File: config.mk
export PLATFORM = sky130hd
export DESIGN_NAME = mips_cpu_div_flat
export DESIGN_NICKNAME = d
export VERILOG_FILES = /design/src/rtl/mips_cpu_div_pkg.sv /design/src/rtl/mips_cpu_div_if.sv /design/src/rtl/mips_cpu_div_step.sv /design/src/rtl/mips_cpu_div.sv /design/src/flat_wrapper.sv
export SDC_FILE = /design/constraint.sdc
export NUM_CORES = 1
export LEC_CHECK = 0
export BUFFER_PORTS_ARGS = -buffer_cell sky130_fd_sc_hd__buf_2
export CORE_MARGIN = 3
export CORE_UTILIZATION = 43
export DETAILED_ROUTE_END_ITERATION = 8
export PLACE_DENSITY = 0.64
export SYNTH_ARGS = -nofsm -noshare
export SYNTH_HDL_FRONTEND = slang
export SYNTH_SLANG_ARGS = --single-unit
File: constraint.sdc
create_clock -name clk -period 7.4 [get_ports clk]
set_clock_uncertainty 0.1 [all_clocks]
set_input_delay 1.11 -clock clk [delete_from_list [all_inputs] [get_ports clk]]
set_output_delay 1.11 -clock clk [all_outputs]
set_load 0.01 [all_outputs]
File: src/rtl/mips_cpu_div_pkg.sv
// rtl/mips_cpu_div_pkg.sv - shared types and constants for the iterative divider
package mips_cpu_div_pkg;

  localparam int DIV_WIDTH   = 32;
  localparam int DIV_CNTW    = 5;
  localparam int DIV_LATENCY = DIV_WIDTH + 2;

  localparam logic [3:0] ALU_DIV  = 4'b1100;
  localparam logic [3:0] ALU_MOD  = 4'b1101;
  localparam logic [3:0] ALU_DIVU = 4'b1110;
  localparam logic [3:0] ALU_MODU = 4'b1111;

  typedef enum logic [2:0] {
    IDLE,
    PREP,
    RUN,
    FIX,
    DONE
  } div_state_t;

endpackage

File: src/rtl/mips_cpu_div_if.sv
// rtl/mips_cpu_div_if.sv - divide request/response handshake between ALU control and divider
interface mips_cpu_div_if
  import mips_cpu_div_pkg::*;
#(
  parameter int WIDTH = DIV_WIDTH
);
  logic             start;
  logic             signdiv;
  logic [WIDTH-1:0] a;
  logic [WIDTH-1:0] b;
  logic             busy;
  logic             done;
  logic [WIDTH-1:0] q;
  logic [WIDTH-1:0] r;
  logic             divzero;

  modport master (
    output start, signdiv, a, b,
    input  busy, done, q, r, divzero
  );

  modport slave (
    input  start, signdiv, a, b,
    output busy, done, q, r, divzero
  );
endinterface

File: src/rtl/mips_cpu_div_step.sv
// rtl/mips_cpu_div_step.sv - one restoring-division iteration, MSB-first
module mips_cpu_div_step
  import mips_cpu_div_pkg::*;
#(
  parameter int WIDTH = DIV_WIDTH
) (
  input  logic [WIDTH-1:0] rem,
  input  logic [WIDTH-1:0] quo,
  input  logic [WIDTH-1:0] divisor,
  output logic [WIDTH-1:0] rem_next,
  output logic [WIDTH-1:0] quo_next
);
  logic [WIDTH:0] shifted;
  logic [WIDTH:0] trial;

  // rem < divisor keeps the shifted value inside WIDTH+1 bits
  always_comb begin
    shifted = {rem, quo[WIDTH-1]};
    trial   = shifted - {1'b0, divisor};
    if (!trial[WIDTH]) begin
      rem_next = trial[WIDTH-1:0];
      quo_next = {quo[WIDTH-2:0], 1'b1};
    end else begin
      rem_next = shifted[WIDTH-1:0];
      quo_next = {quo[WIDTH-2:0], 1'b0};
    end
  end
endmodule

File: src/rtl/mips_cpu_div.sv
// rtl/mips_cpu_div.sv - multicycle signed/unsigned divider answering DIV/DIVU/MOD/MODU
module mips_cpu_div
  import mips_cpu_div_pkg::*;
#(
  parameter int WIDTH = DIV_WIDTH,
  parameter int CNTW  = DIV_CNTW
) (
  input  logic           clk,
  input  logic           reset,
  mips_cpu_div_if.slave  bus
);
  div_state_t       state_q, state_d;
  logic [WIDTH-1:0] a_q, a_d, b_q, b_d;
  logic             sd_q, sd_d;
  logic [WIDTH-1:0] rem_q, rem_d, quo_q, quo_d, dvs_q, dvs_d;
  logic [CNTW-1:0]  cnt_q, cnt_d;
  logic             qneg_q, qneg_d, rneg_q, rneg_d, dzp_q, dzp_d;
  logic [WIDTH-1:0] q_q, q_d, r_q, r_d;
  logic             dz_q, dz_d;
  logic             sa, sb;
  logic [WIDTH-1:0] step_rem, step_quo;

  mips_cpu_div_step #(.WIDTH(WIDTH)) u_step (
    .rem      (rem_q),
    .quo      (quo_q),
    .divisor  (dvs_q),
    .rem_next (step_rem),
    .quo_next (step_quo)
  );

  always_comb begin
    state_d = state_q;
    a_d = a_q;  b_d = b_q;  sd_d = sd_q;
    rem_d = rem_q;  quo_d = quo_q;  dvs_d = dvs_q;  cnt_d = cnt_q;
    qneg_d = qneg_q;  rneg_d = rneg_q;  dzp_d = dzp_q;
    q_d = q_q;  r_d = r_q;  dz_d = dz_q;
    sa = sd_q & a_q[WIDTH-1];
    sb = sd_q & b_q[WIDTH-1];
    case (state_q)
      IDLE, DONE: begin
        state_d = IDLE;
        if (bus.start) begin
          state_d = PREP;
          a_d     = bus.a;
          b_d     = bus.b;
          sd_d    = bus.signdiv;
        end
      end
      PREP: begin
        quo_d   = sa ? -a_q : a_q;
        dvs_d   = sb ? -b_q : b_q;
        rem_d   = '0;
        cnt_d   = '0;
        qneg_d  = sa ^ sb;
        rneg_d  = sa;
        dzp_d   = (b_q == '0);
        state_d = RUN;
      end
      RUN: begin
        rem_d = step_rem;
        quo_d = step_quo;
        cnt_d = cnt_q + CNTW'(1);
        if (cnt_q == CNTW'(WIDTH - 1)) state_d = FIX;
      end
      FIX: begin
        // divide-by-zero reports the raw dividend and bypasses sign correction
        if (dzp_q) begin
          q_d = '1;
          r_d = a_q;
        end else begin
          q_d = qneg_q ? -quo_q : quo_q;
          r_d = rneg_q ? -rem_q : rem_q;
        end
        dz_d    = dzp_q;
        state_d = DONE;
      end
      default: state_d = IDLE;
    endcase
  end

  always_ff @(posedge clk) begin
    if (reset) begin
      state_q <= IDLE;
      a_q <= '0;  b_q <= '0;  sd_q <= 1'b0;
      rem_q <= '0;  quo_q <= '0;  dvs_q <= '0;  cnt_q <= '0;
      qneg_q <= 1'b0;  rneg_q <= 1'b0;  dzp_q <= 1'b0;
      q_q <= '0;  r_q <= '0;  dz_q <= 1'b0;
    end else begin
      state_q <= state_d;
      a_q <= a_d;  b_q <= b_d;  sd_q <= sd_d;
      rem_q <= rem_d;  quo_q <= quo_d;  dvs_q <= dvs_d;  cnt_q <= cnt_d;
      qneg_q <= qneg_d;  rneg_q <= rneg_d;  dzp_q <= dzp_d;
      q_q <= q_d;  r_q <= r_d;  dz_q <= dz_d;
    end
  end

  assign bus.busy    = (state_q == PREP) || (state_q == RUN) || (state_q == FIX);
  assign bus.done    = (state_q == DONE);
  assign bus.q       = q_q;
  assign bus.r       = r_q;
  assign bus.divzero = dz_q;
endmodule

File: src/flat_wrapper.sv
// flat-port wrapper written by rule: the top's interface ports become plain ports
module mips_cpu_div_flat import mips_cpu_div_pkg::*;
#(
  parameter int WIDTH = DIV_WIDTH,
  parameter int CNTW  = DIV_CNTW
)
  (clk, reset, bus_start, bus_signdiv, bus_a, bus_b, bus_busy, bus_done, bus_q, bus_r, bus_divzero);
  mips_cpu_div_if #(.WIDTH(WIDTH)) bus_i ();
  input  logic clk;
  input  logic reset;
  input wire logic [$bits(bus_i.start)-1:0] bus_start;
  input wire logic [$bits(bus_i.signdiv)-1:0] bus_signdiv;
  input wire logic [$bits(bus_i.a)-1:0] bus_a;
  input wire logic [$bits(bus_i.b)-1:0] bus_b;
  output wire logic [$bits(bus_i.busy)-1:0] bus_busy;
  output wire logic [$bits(bus_i.done)-1:0] bus_done;
  output wire logic [$bits(bus_i.q)-1:0] bus_q;
  output wire logic [$bits(bus_i.r)-1:0] bus_r;
  output wire logic [$bits(bus_i.divzero)-1:0] bus_divzero;
  assign bus_i.start = bus_start;
  assign bus_i.signdiv = bus_signdiv;
  assign bus_i.a = bus_a;
  assign bus_i.b = bus_b;
  assign bus_busy = bus_i.busy;
  assign bus_done = bus_i.done;
  assign bus_q = bus_i.q;
  assign bus_r = bus_i.r;
  assign bus_divzero = bus_i.divzero;
  mips_cpu_div #(.WIDTH(WIDTH), .CNTW(CNTW)) u_core (.clk(clk), .reset(reset), .bus(bus_i));
endmodule
==> results_dict.tcl, run 1 <==
set metrics [dict create \
    status "complete, no violations" \
    drive_gt1_frac 0.120 \
    yosys.area.top_type "dfxtp_1" \
    ant_nets 0 \
    synth_seq_area_share 0.357 \
    fin_worst_hold_slack_ns 0.352 \
    syn2layout_area_growth_pct 13.8 \
    htreeDepth 1 \
    design_area_mm2 0.0151 \
    diodes 0 \
    async_reset_ff_frac 0 \
    initial_core_util 0.442 \
    ir_worst_vdd_mv 0.169 \
    slowest_stage "o311ai_4" \
    fmax_mhz 232 \
    grt_overflow 0 \
    critPathMaxFanout 29 \
    fin_nets 1912 \
    clkSinkCount 237 \
    cp.required_ns 7.67 \
    place_area_mm2 0.0141 \
    setup_viol 0 \
    use_met2 0.373 \
    rsz0062_at_grt "no" \
    hold_violations 0 \
    die_w_um 182 \
    ys_warn_count 0 \
    synth-main-ff-cell "dfxtp_1" \
    holdBufCountCts 0 \
    fp-row-count 63 \
    top_usage_layer "met2" \
    cpMostUsedCell "o21ai_0" \
    gp_congestion 0.945 \
    clk_pin_slew_ns 0.06 \
    finalCriticalPeriod_ns 4.31 \
    fp.dieArea_mm2 0.0330 \
    slew_headroom 0.224 \
    critPathLaunchType "register" \
    grt_max_degree 89 \
    crit_arrival_ns 4.59 \
    worstMarginPinSlew_ns 1.16 \
    cts_setup_buffers 0 \
    wl_mm 38.0 \
    critical_path.top_delay_family "compound AO/OA/AOI/OAI gates" \
    fin_setup_tns_ns 0 \
    remaining_drc_errors 0 \
    root_buffer "clkbuf_16" \
    antenna_found_initial 0 \
    die_h_um 182 \
    synth-seq-cells 237 \
    finalMaxSlewViolations 0 \
    grt_pass1_vias 11600 \
    end_kind "register" \
    synth_common_cells "349 x nand2_1, 237 x dfxtp_1, 190 x a21oi_1" \
    hpwlAfterDp_mm 27.9 \
    finalPower_mw 4.21 \
    synth_fp_nets 1853 \
    synth_cell_type_count 65 \
    wire_per_inst_um 17.2 \
    cts_buffers 27 \
    path_cells "inv_1, fa_1, nand2b_1, a21oi_1, o21ai_0, o311ai_1, nand3_1, and2_1, o311ai_4, buf_4, mux2i_1, o21ai_0" \
    dr.pass1.iters 7 \
    drt_iter0_markers 888 \
    cts_tree "done" \
    core_mm2 0.0300 \
    synthCells 1746 \
    final_cells 2216 \
    hold_path.class "register to register" \
    clockBufferDepth 3 \
    fin_crit_sh 0.583 \
    grt_pass1_wl_mm 61.2 \
    postSynthAreaPerCell_um2 7.60 \
    grtUsageMet1 0.300 \
    cp_slowest_stage_delay_ns 0.49 \
    netlist.area_leader.share 0.357 \
    critical_path_buf_inv_count 2 \
    place.port_buffers 134 \
    synth.most_common_cell "nand2_1" \
    criticalPathCategory "register to register" \
    cts_resized 0 \
    cap_violations 0 \
    grt_util_met3 0.0260 \
    vias_per_cell 5.55 \
    syn_area_mm2 0.0133 \
    via_count 12300 \
    power.density_mw_per_mm2 279 \
    grt_use_total 0.223 \
    clock_latency_ns 0.54 \
    synth_edf_count 0 \
    io_pins 135 \
    p_leak_nw 6.08 \
    dp.cells 2166 \
    synth.area.top_cells "dfxtp_1 36%, nand2_1 9.9%, a21oi_1 7.2%" \
]
-- layout by cell type (no fill, tap or decap), drive strengths merged, types with 8 or more instances in the layout --
cell type and n:
nand2 349, o22ai 30, o31ai 22, nor2b 8, o21ai 111, clkbuf 35
nand2b 17, nor3 21, nor4 12, a22oi 32, ha 38, xnor2 73
o41ai 20, and2 11, or4 12, xor2 66, a21oi 191, buf 148
inv 56, a211oi 27, dfxtp 237, mux2i 32, or3 22, nand3 18
a21o 21, nor2 120
-- flip-flops by register name, summed over array words and instances (netlist names) --
name,flops
u_core.a_q,32
u_core.b_q,32
u_core.bus.q,32
u_core.bus.r,32
u_core.dvs_q,32
u_core.quo_q,32
u_core.rem_q,32
u_core.cnt_q,5
u_core.state_q,3
u_core.bus.divzero,1
u_core.dzp_q,1
u_core.qneg_q,1
u_core.rneg_q,1
u_core.sd_q,1
-- worst register-to-register path: cells and delay by family (launching register included) --
family / cells / cell delay, ns
flops: 1 / 0.45
fa+ha+maj: 1 / 0.44
buf+inv: 2 / 0.63
compound gates: 5 / 1.51
mux: 1 / 0.27
simple gates: 3 / 0.75
-- worst paths after layout --
path / slack (ns) / endpoint / start / cells past startpoint
setup / recovery: 3.09 / u_core.rem_q[17] / u_core.rem_q[0] / 12
hold / removal: 0.35 / u_core.bus.r[22] / u_core.bus.r[22] / 2
setup reg to reg: 3.09 / u_core.rem_q[17] / u_core.rem_q[0] / 12
hold reg to reg: 0.35 / u_core.bus.r[22] / u_core.bus.r[22] / 2
-- through the flow --
step / worst slack (ns) / utilization
after floorplan: 3.96 / -
after global placement: 3.25 / 0.470
after detailed placement: 3.13 / 0.470
after CTS: 3.09 / 0.503
after global routing: 2.69 / 0.503
final: 3.09 / 0.503
-- layout make-up --
type | instances | area (um^2)
fillers | 2993 | 14900
multi-input cells | 1337 | 7890
flip-flops and latches | 237 | 4750
repair buffers | 148 | 782
clock buffers | 35 | 776
well taps | 390 | 488
clock inverters | 15 | 219
inverters | 54 | 203
-- routing by layer --
metal / up-vias / share of wire
met1: 5714 / 0.45
met5: - / 0
met3: 76 / 0.051
met4: 0 / 0.035
li1: 6197 / -
met2: 318 / 0.47
-- power breakdown --
part	internal [mW]	switching, mW	leakage (nW)
Clock	0.915	0.557	0.484
Combinational	0.527	0.771	3.67
Sequential	1.34	0.0972	1.93
Total	2.79	1.42	6.08
-- kinds of logic after synthesis --
| family | Yosys count | share of synthesized area |
|---|---|---|
| adders and majority gates | 39 | 0.0373 |
| AOI/OAI and AO/OA | 507 | 0.235 |
| xor gates and xnor gates | 139 | 0.0917 |
| muxes | 32 | 0.0241 |
| and+or+nand+nor | 620 | 0.204 |
| buffers and inverters | 172 | 0.0512 |
| DFF | 237 | 0.357 |
No activity file was read; power rests on OpenSTA's default activity.
==> run 2: changes to the inputs <==
PLACE_DENSITY = 0.67   (was 0.64)
clock period = 3.6 ns   (was 7.4 ns; I/O delays follow)
==> run 2 against run 1 <==
  * Clock power up 85%
  * Final cell count up 0.90%
  * Global-route usage shrank 0.41 points
  * Largest cell class unchanged
==> results_dict.tcl, run 2 (synthesized netlist as in run 1, its figures left out) <==
set metrics [dict create \
    status "complete, no violations" \
    die_w_um 182 \
    hold_violations 0 \
    grt_overflow 0 \
    wire_per_inst_um 16.8 \
    clkPwrFrac 0.321 \
    drive_gt1_frac 0.128 \
    rrSetupSlack_ns 0.18 \
    grt_max_degree 148 \
    cp.depth 13 \
    clockBufferDepth 3 \
    setup_viol 0 \
    cpMostUsedCell "o21ai_0" \
    syn2layout_area_growth_pct 14.4 \
    hold_end "u_core.a_q[0]" \
    initial_core_util 0.442 \
    htreeDepth 1 \
    finalCriticalPeriod_ns 3.42 \
    cts_tree "done" \
    p_comb_frac 0.332 \
    gp_congestion 0.901 \
    mostFrequentLayoutCell "nand2_1" \
    p_sw_frac 0.349 \
    drt_iter0_markers 922 \
    diodes 0 \
    crit_path_start "u_core.quo_q[31]" \
    pwr-share-seq 0.347 \
    clkSinkCount 237 \
    cap_violations 0 \
    power.density_mw_per_mm2 558 \
    wl_mm 37.6 \
    grt_pass1_vias 11700 \
    root_buffer "clkbuf_16" \
    core_mm2 0.0300 \
    cp.required_ns 3.91 \
    finalMaxSlewViolations 0 \
    via_count 12500 \
    critical_path_buf_inv_count 2 \
    reg2reg_from "u_core.quo_q[31]" \
    io_pins 135 \
    place.port_buffers 134 \
    min-delay-start "bus_a[0]" \
    hpwlAfterDp_mm 27.3 \
    ir_worst_vdd_mv 0.387 \
    switchingPower_mw 2.96 \
    clk_pin_slew_ns 0.07 \
    p_leak_nw 6.14 \
    slowest_stage "fa_1" \
    grt_pass1_wl_mm 60.7 \
    ant_nets 0 \
    reg2reg_depth 13 \
    hold_path.class "primary input to register" \
    cts_buffers 27 \
    worstMarginPinSlew_ns 1.13 \
    cp_slowest_stage_delay_ns 0.38 \
    path_cells "inv_1, ha_1, fa_1, nand2b_1, a21oi_1, o21ai_0, o311ai_2, nand3_1, and2_1, o311ai_4, buf_4, mux2i_1, o21ai_0" \
    fin_crit_sh 0.950 \
    end_kind "register" \
    final_cell_mix "348 x nand2_1, 236 x dfxtp_1, 190 x a21oi_1" \
    fin_nets 1934 \
    fin_util 0.506 \
    fp.dieArea_mm2 0.0330 \
    reg2reg_to "u_core.rem_q[12]" \
    clock_latency_ns 0.56 \
    fmax_mhz 292 \
    finalPower_mw 8.47 \
    grt_use_total 0.219 \
    holdBufCountCts 0 \
    p_int_mw 5.51 \
    min_path_cells 3 \
    criticalPathCategory "register to register" \
    crit_arrival_ns 3.73 \
    antenna_found_initial 0 \
    dr.pass1.iters 5 \
    fin_setup_tns_ns 0 \
    place_area_mm2 0.0143 \
    critical_path.top_delay_family "compound AO/OA/AOI/OAI gates" \
    design_area_mm2 0.0152 \
    critPathMaxFanout 12 \
    critPathLaunchType "register" \
    remaining_drc_errors 0 \
    rsz0062_at_grt "yes" \
    slew_headroom 0.249 \
    fp-row-count 63 \
    die_h_um 182 \
    vias_per_cell 5.60 \
]
-- run 2: layer usage --
metal  GRT usage  up-vias  wire [um]
li1            -     6245          -
met1       0.293     5880      16900
met2       0.356      330      17100
met3      0.0383       66       2310
met4      0.0777        0       1320
met5           0        -          0
-- run 2: worst max-delay path by stage --
stage	to	slack, ns
6_report	u_core.rem_q[12]	0.18
3_3_place_gp	u_core.rem_q[27]	0.32
3_5_place_dp	u_core.rem_q[27]	0.22
2_1_floorplan	u_core.rem_q[27]	0.16
4_1_cts	u_core.rem_q[10]	0.16
5_1_grt	u_core.rem_q[17]	-0.04
-- run 2: power by group through the flow --
stage	Sequential [mW]	Combinational (mW)	Clock, mW
2_1_floorplan	2.95	2.13	0
3_3_place_gp	2.99	2.73	0
3_5_place_dp	2.99	2.76	0
4_1_cts	2.93	2.78	2.75
5_1_grt	2.96	3.08	2.86
6_report	2.94	2.81	2.72
-- run 2: through the flow --
| step | setup slack, ns | hold WS (ns) | instances |
|---|---|---|---|
| finish | 0.181 | 0.120 | 2236 |
| global placement | 0.317 | 0.344 | 2188 |
| CTS | 0.160 | 0.101 | 2236 |
| global route | -0.0437 | 0.114 | 2236 |
| detailed placement | 0.215 | 0.343 | 2188 |
| floorplan | 0.164 | 0.332 | 1746 |
-- run 2: cell type report --
type / instances / area (um^2)
multi-input cells: 1337 / 7900
repair buffers: 170 / 972
well taps: 390 / 488
fillers: 2914 / 14900
clock buffers: 38 / 767
clock inverters: 10 / 104
flip-flops and latches: 237 / 4750
inverters: 54 / 203
-- run 2: tightest hold or removal path, cell delays in order --
cell and delay, ns:
buf_2 0.10, nand2_1 0.05, a21oi_1 0.05
-- run 2: timing repair --
action                     CTS  global route
buffers inserted             0             0
gates resized for setup      0             2
setup endpoints to repair    0            27
==> run 3: changes to the inputs <==
PLACE_DENSITY = 0.66   (was 0.67)
SYNTH_HIERARCHICAL = 1   (was default)
==> run 3 against run 2 <==
  * Sequential share of layout area fell by 2.4 points
  * First-iteration DRC count rose by 58%
  * Count of clock-buffer cells in the layout fell by 4
  * Combinational power rose by 39%
  * Largest cell class unchanged
  * Largest power group is now combinational logic
  * Non-clock buffer count rose by 21
  * Final cell count rose by 4.1%
==> results_dict.tcl, run 3 <==
set metrics [dict create \
    status "complete, no violations" \
    finalCriticalPeriod_ns 3.48 \
    rsz0062_at_grt "yes" \
    p_leak_nw 6.41 \
    final_cells 2327 \
    design_area_mm2 0.0164 \
    finalMaxSlewViolations 0 \
    synth_edf_count 0 \
    syn2layout_area_growth_pct 13.6 \
    place_area_mm2 0.0153 \
    cap_violations 0 \
    grt_overflow 0 \
    synthCells 1805 \
    cts_buffers 28 \
    critPathLaunchType "register" \
    drt_iter0_markers 1456 \
    diodes 0 \
    remaining_drc_errors 0 \
    antenna_found_initial 0 \
    async_reset_ff_frac 0 \
    mostFrequentLayoutCell "dfxtp_1" \
    wire_per_inst_um 19.7 \
    critPathMaxFanout 12 \
    grt_pass1_vias 12800 \
    grt_pass1_wl_mm 71.4 \
    reg2reg_depth 14 \
    slowest_stage "ha_1" \
    root_buffer "clkbuf_16" \
    criticalPathCategory "register to register" \
    synth.most_common_cell "dfxtp_1" \
    worstMarginPinSlew_ns 0.823 \
    postSynthAreaPerCell_um2 8.01 \
    clock_latency_ns 0.56 \
    synth.area.top_cells "dfxtp_1 33%, nand2_1 5.8%, a21oi_1 5.3%" \
    core_mm2 0.0329 \
    cp.required_ns 3.91 \
    drive_gt1_frac 0.180 \
    ys_warn_count 6 \
    clockBufferDepth 3 \
    gp_congestion 0.929 \
    synth_fp_nets 1912 \
    dr.pass1.iters 5 \
    power.density_mw_per_mm2 608 \
    hpwlAfterDp_mm 33.2 \
    fp-row-count 66 \
    synth_cell_type_count 99 \
    place.port_buffers 134 \
    yosys.area.top_type "dfxtp_1" \
    cts_setup_buffers 0 \
    cp_slowest_stage_delay_ns 0.37 \
    die_w_um 189 \
    setup_viol 0 \
    grt_max_degree 123 \
    pwr-share-seq 0.301 \
    cts_tree "done" \
    io_pins 135 \
    path_cells "inv_1, ha_1, and4_1, and3_1, a221o_1, a21oi_2, a211oi_2, nor2_4, mux2i_4, and2_4, inv_8, mux2_4, a22oi_1, nor2_1" \
    setup_slack_ns 0.121 \
    synth-seq-cells 237 \
    via_count 13800 \
    clkSinkCount 237 \
    n_fill_cell 3241 \
    clk_pin_slew_ns 0.06 \
    hold_violations 0 \
    netlist.area_leader.share 0.328 \
    ir_worst_vdd_mv 0.373 \
    die_h_um 189 \
    htreeDepth 1 \
    fmax_mhz 287 \
    p_int_mw 6.41 \
    final_cell_mix "235 x dfxtp_1, 221 x nand2_1, 177 x nor2_1" \
    fin_crit_sh 0.966 \
    p_comb_frac 0.392 \
    end_kind "register" \
    synth-main-ff-cell "dfxtp_1" \
    ant_nets 0 \
    finalPower_mw 9.98 \
    synth_common_cells "237 x dfxtp_1, 222 x nand2_1, 179 x nor2_1" \
    holdBufCountCts 0 \
    initial_core_util 0.440 \
    vias_per_cell 5.94 \
    syn_area_mm2 0.0145 \
    pre_cts_slack_ns 0.0470 \
    switchingPower_mw 3.57 \
    synth_seq_area_share 0.328 \
    min_path_cells 2 \
    cp.depth 14 \
    clkPwrFrac 0.307 \
    hold_path.class "primary input to register" \
    fp.dieArea_mm2 0.0359 \
    fin_nets 1971 \
    slew_headroom 0.451 \
    crit_arrival_ns 3.79 \
    critical_path_buf_inv_count 2 \
    grt_use_total 0.245 \
    p_sw_frac 0.358 \
    critical_path.top_delay_family "simple AND/OR/NAND/NOR gates" \
    dp.cells 2274 \
    wl_mm 45.8 \
]
run 3: changes by cell type after synthesis, sizes merged, moves of 18 or more:
cell	change
nand2	-127
mux2	+23
buf	+36
a21oi	-35
nor2	+60
nor4	+18
mux2i	-18
xnor2	-26
o21ai	-53
a211oi	+25
run 3: what timing repair did:
action                                  CTS  global route
endpoints found under the setup margin    1            23
pin swaps                                 0             4
gates resized for setup                   1            16
gates cloned                              0             2
run 3: path summary, 6_finish.rpt:
path	startpoint	endpoint	slack, ns
max	u_core/dvs_q[14]	u_core/rem_q[22]	0.12
min	reset	u_core/a_q[30]	0.07
max reg2reg	u_core/dvs_q[14]	u_core/rem_q[22]	0.12
min reg2reg	u_core/bus.r[6]	u_core/bus.r[6]	0.35
run 3: cell type report:
class                   count  area, um^2  area share
clock buffers              34         774      0.0471
clock inverters            17         225      0.0137
well taps                 442         553      0.0337
repair inverters            2        22.5     0.00137
flip-flops and latches    237        4750       0.289
inverters                  51         218      0.0133
repair buffers            191        1130      0.0688
multi-input cells        1353        8760       0.533
run 3: cell families after synthesis:
kind of cell | share of synthesized area
xor gates and xnor gates | 0.0727
AOI/OAI and AO/OA | 0.247
DFF | 0.328
adders and majority gates | 0.0343
muxes | 0.0334
and+or+nand+nor | 0.213
buffers and inverters | 0.0715
run 3: metal layers:
layer | global-route usage | wire length (um) | vias to the layer above
met5 | 0 | 0 | -
li1 | - | - | 6655
met3 | 0.0589 | 4090 | 82
met1 | 0.367 | 21700 | 6523
met4 | 0.0677 | 1210 | 0
met2 | 0.347 | 18800 | 565
run 3: worst register-to-register path: cells and delay by family, from the launching register on:
| kind | cells | cell delay (ns) |
|---|---|---|
| adder cells (fa/ha/maj) | 1 | 0.37 |
| AO/OA/AOI/OAI | 4 | 0.76 |
| multiplexers | 2 | 0.55 |
| AND/OR/NAND/NOR | 5 | 1.03 |
| buffers and inverters | 2 | 0.19 |
| flip-flops | 1 | 0.34 |
run 3: through the flow:
step / utilization / setup TNS, ns / hold WS (ns)
finish: 0.500 / 0 / 0.0717
global route: 0.500 / -0.0384 / 0.0708
CTS: 0.497 / 0 / 0.0513
detailed placement: 0.466 / 0 / 0.346
global placement: 0.466 / 0 / 0.342
floorplan: - / 0 / 0.325
run 3: power by group through the flow:
stage | Clock, mW | Combinational (mW) | Sequential, mW
after global placement | 0 | 3.58 | 3.04
after CTS | 3.11 | 3.68 | 2.99
after floorplan | 0 | 3.09 | 2.97
after detailed placement | 0 | 3.64 | 3.05
final | 3.07 | 3.91 | 3.00
after global routing | 3.22 | 4.21 | 3.02
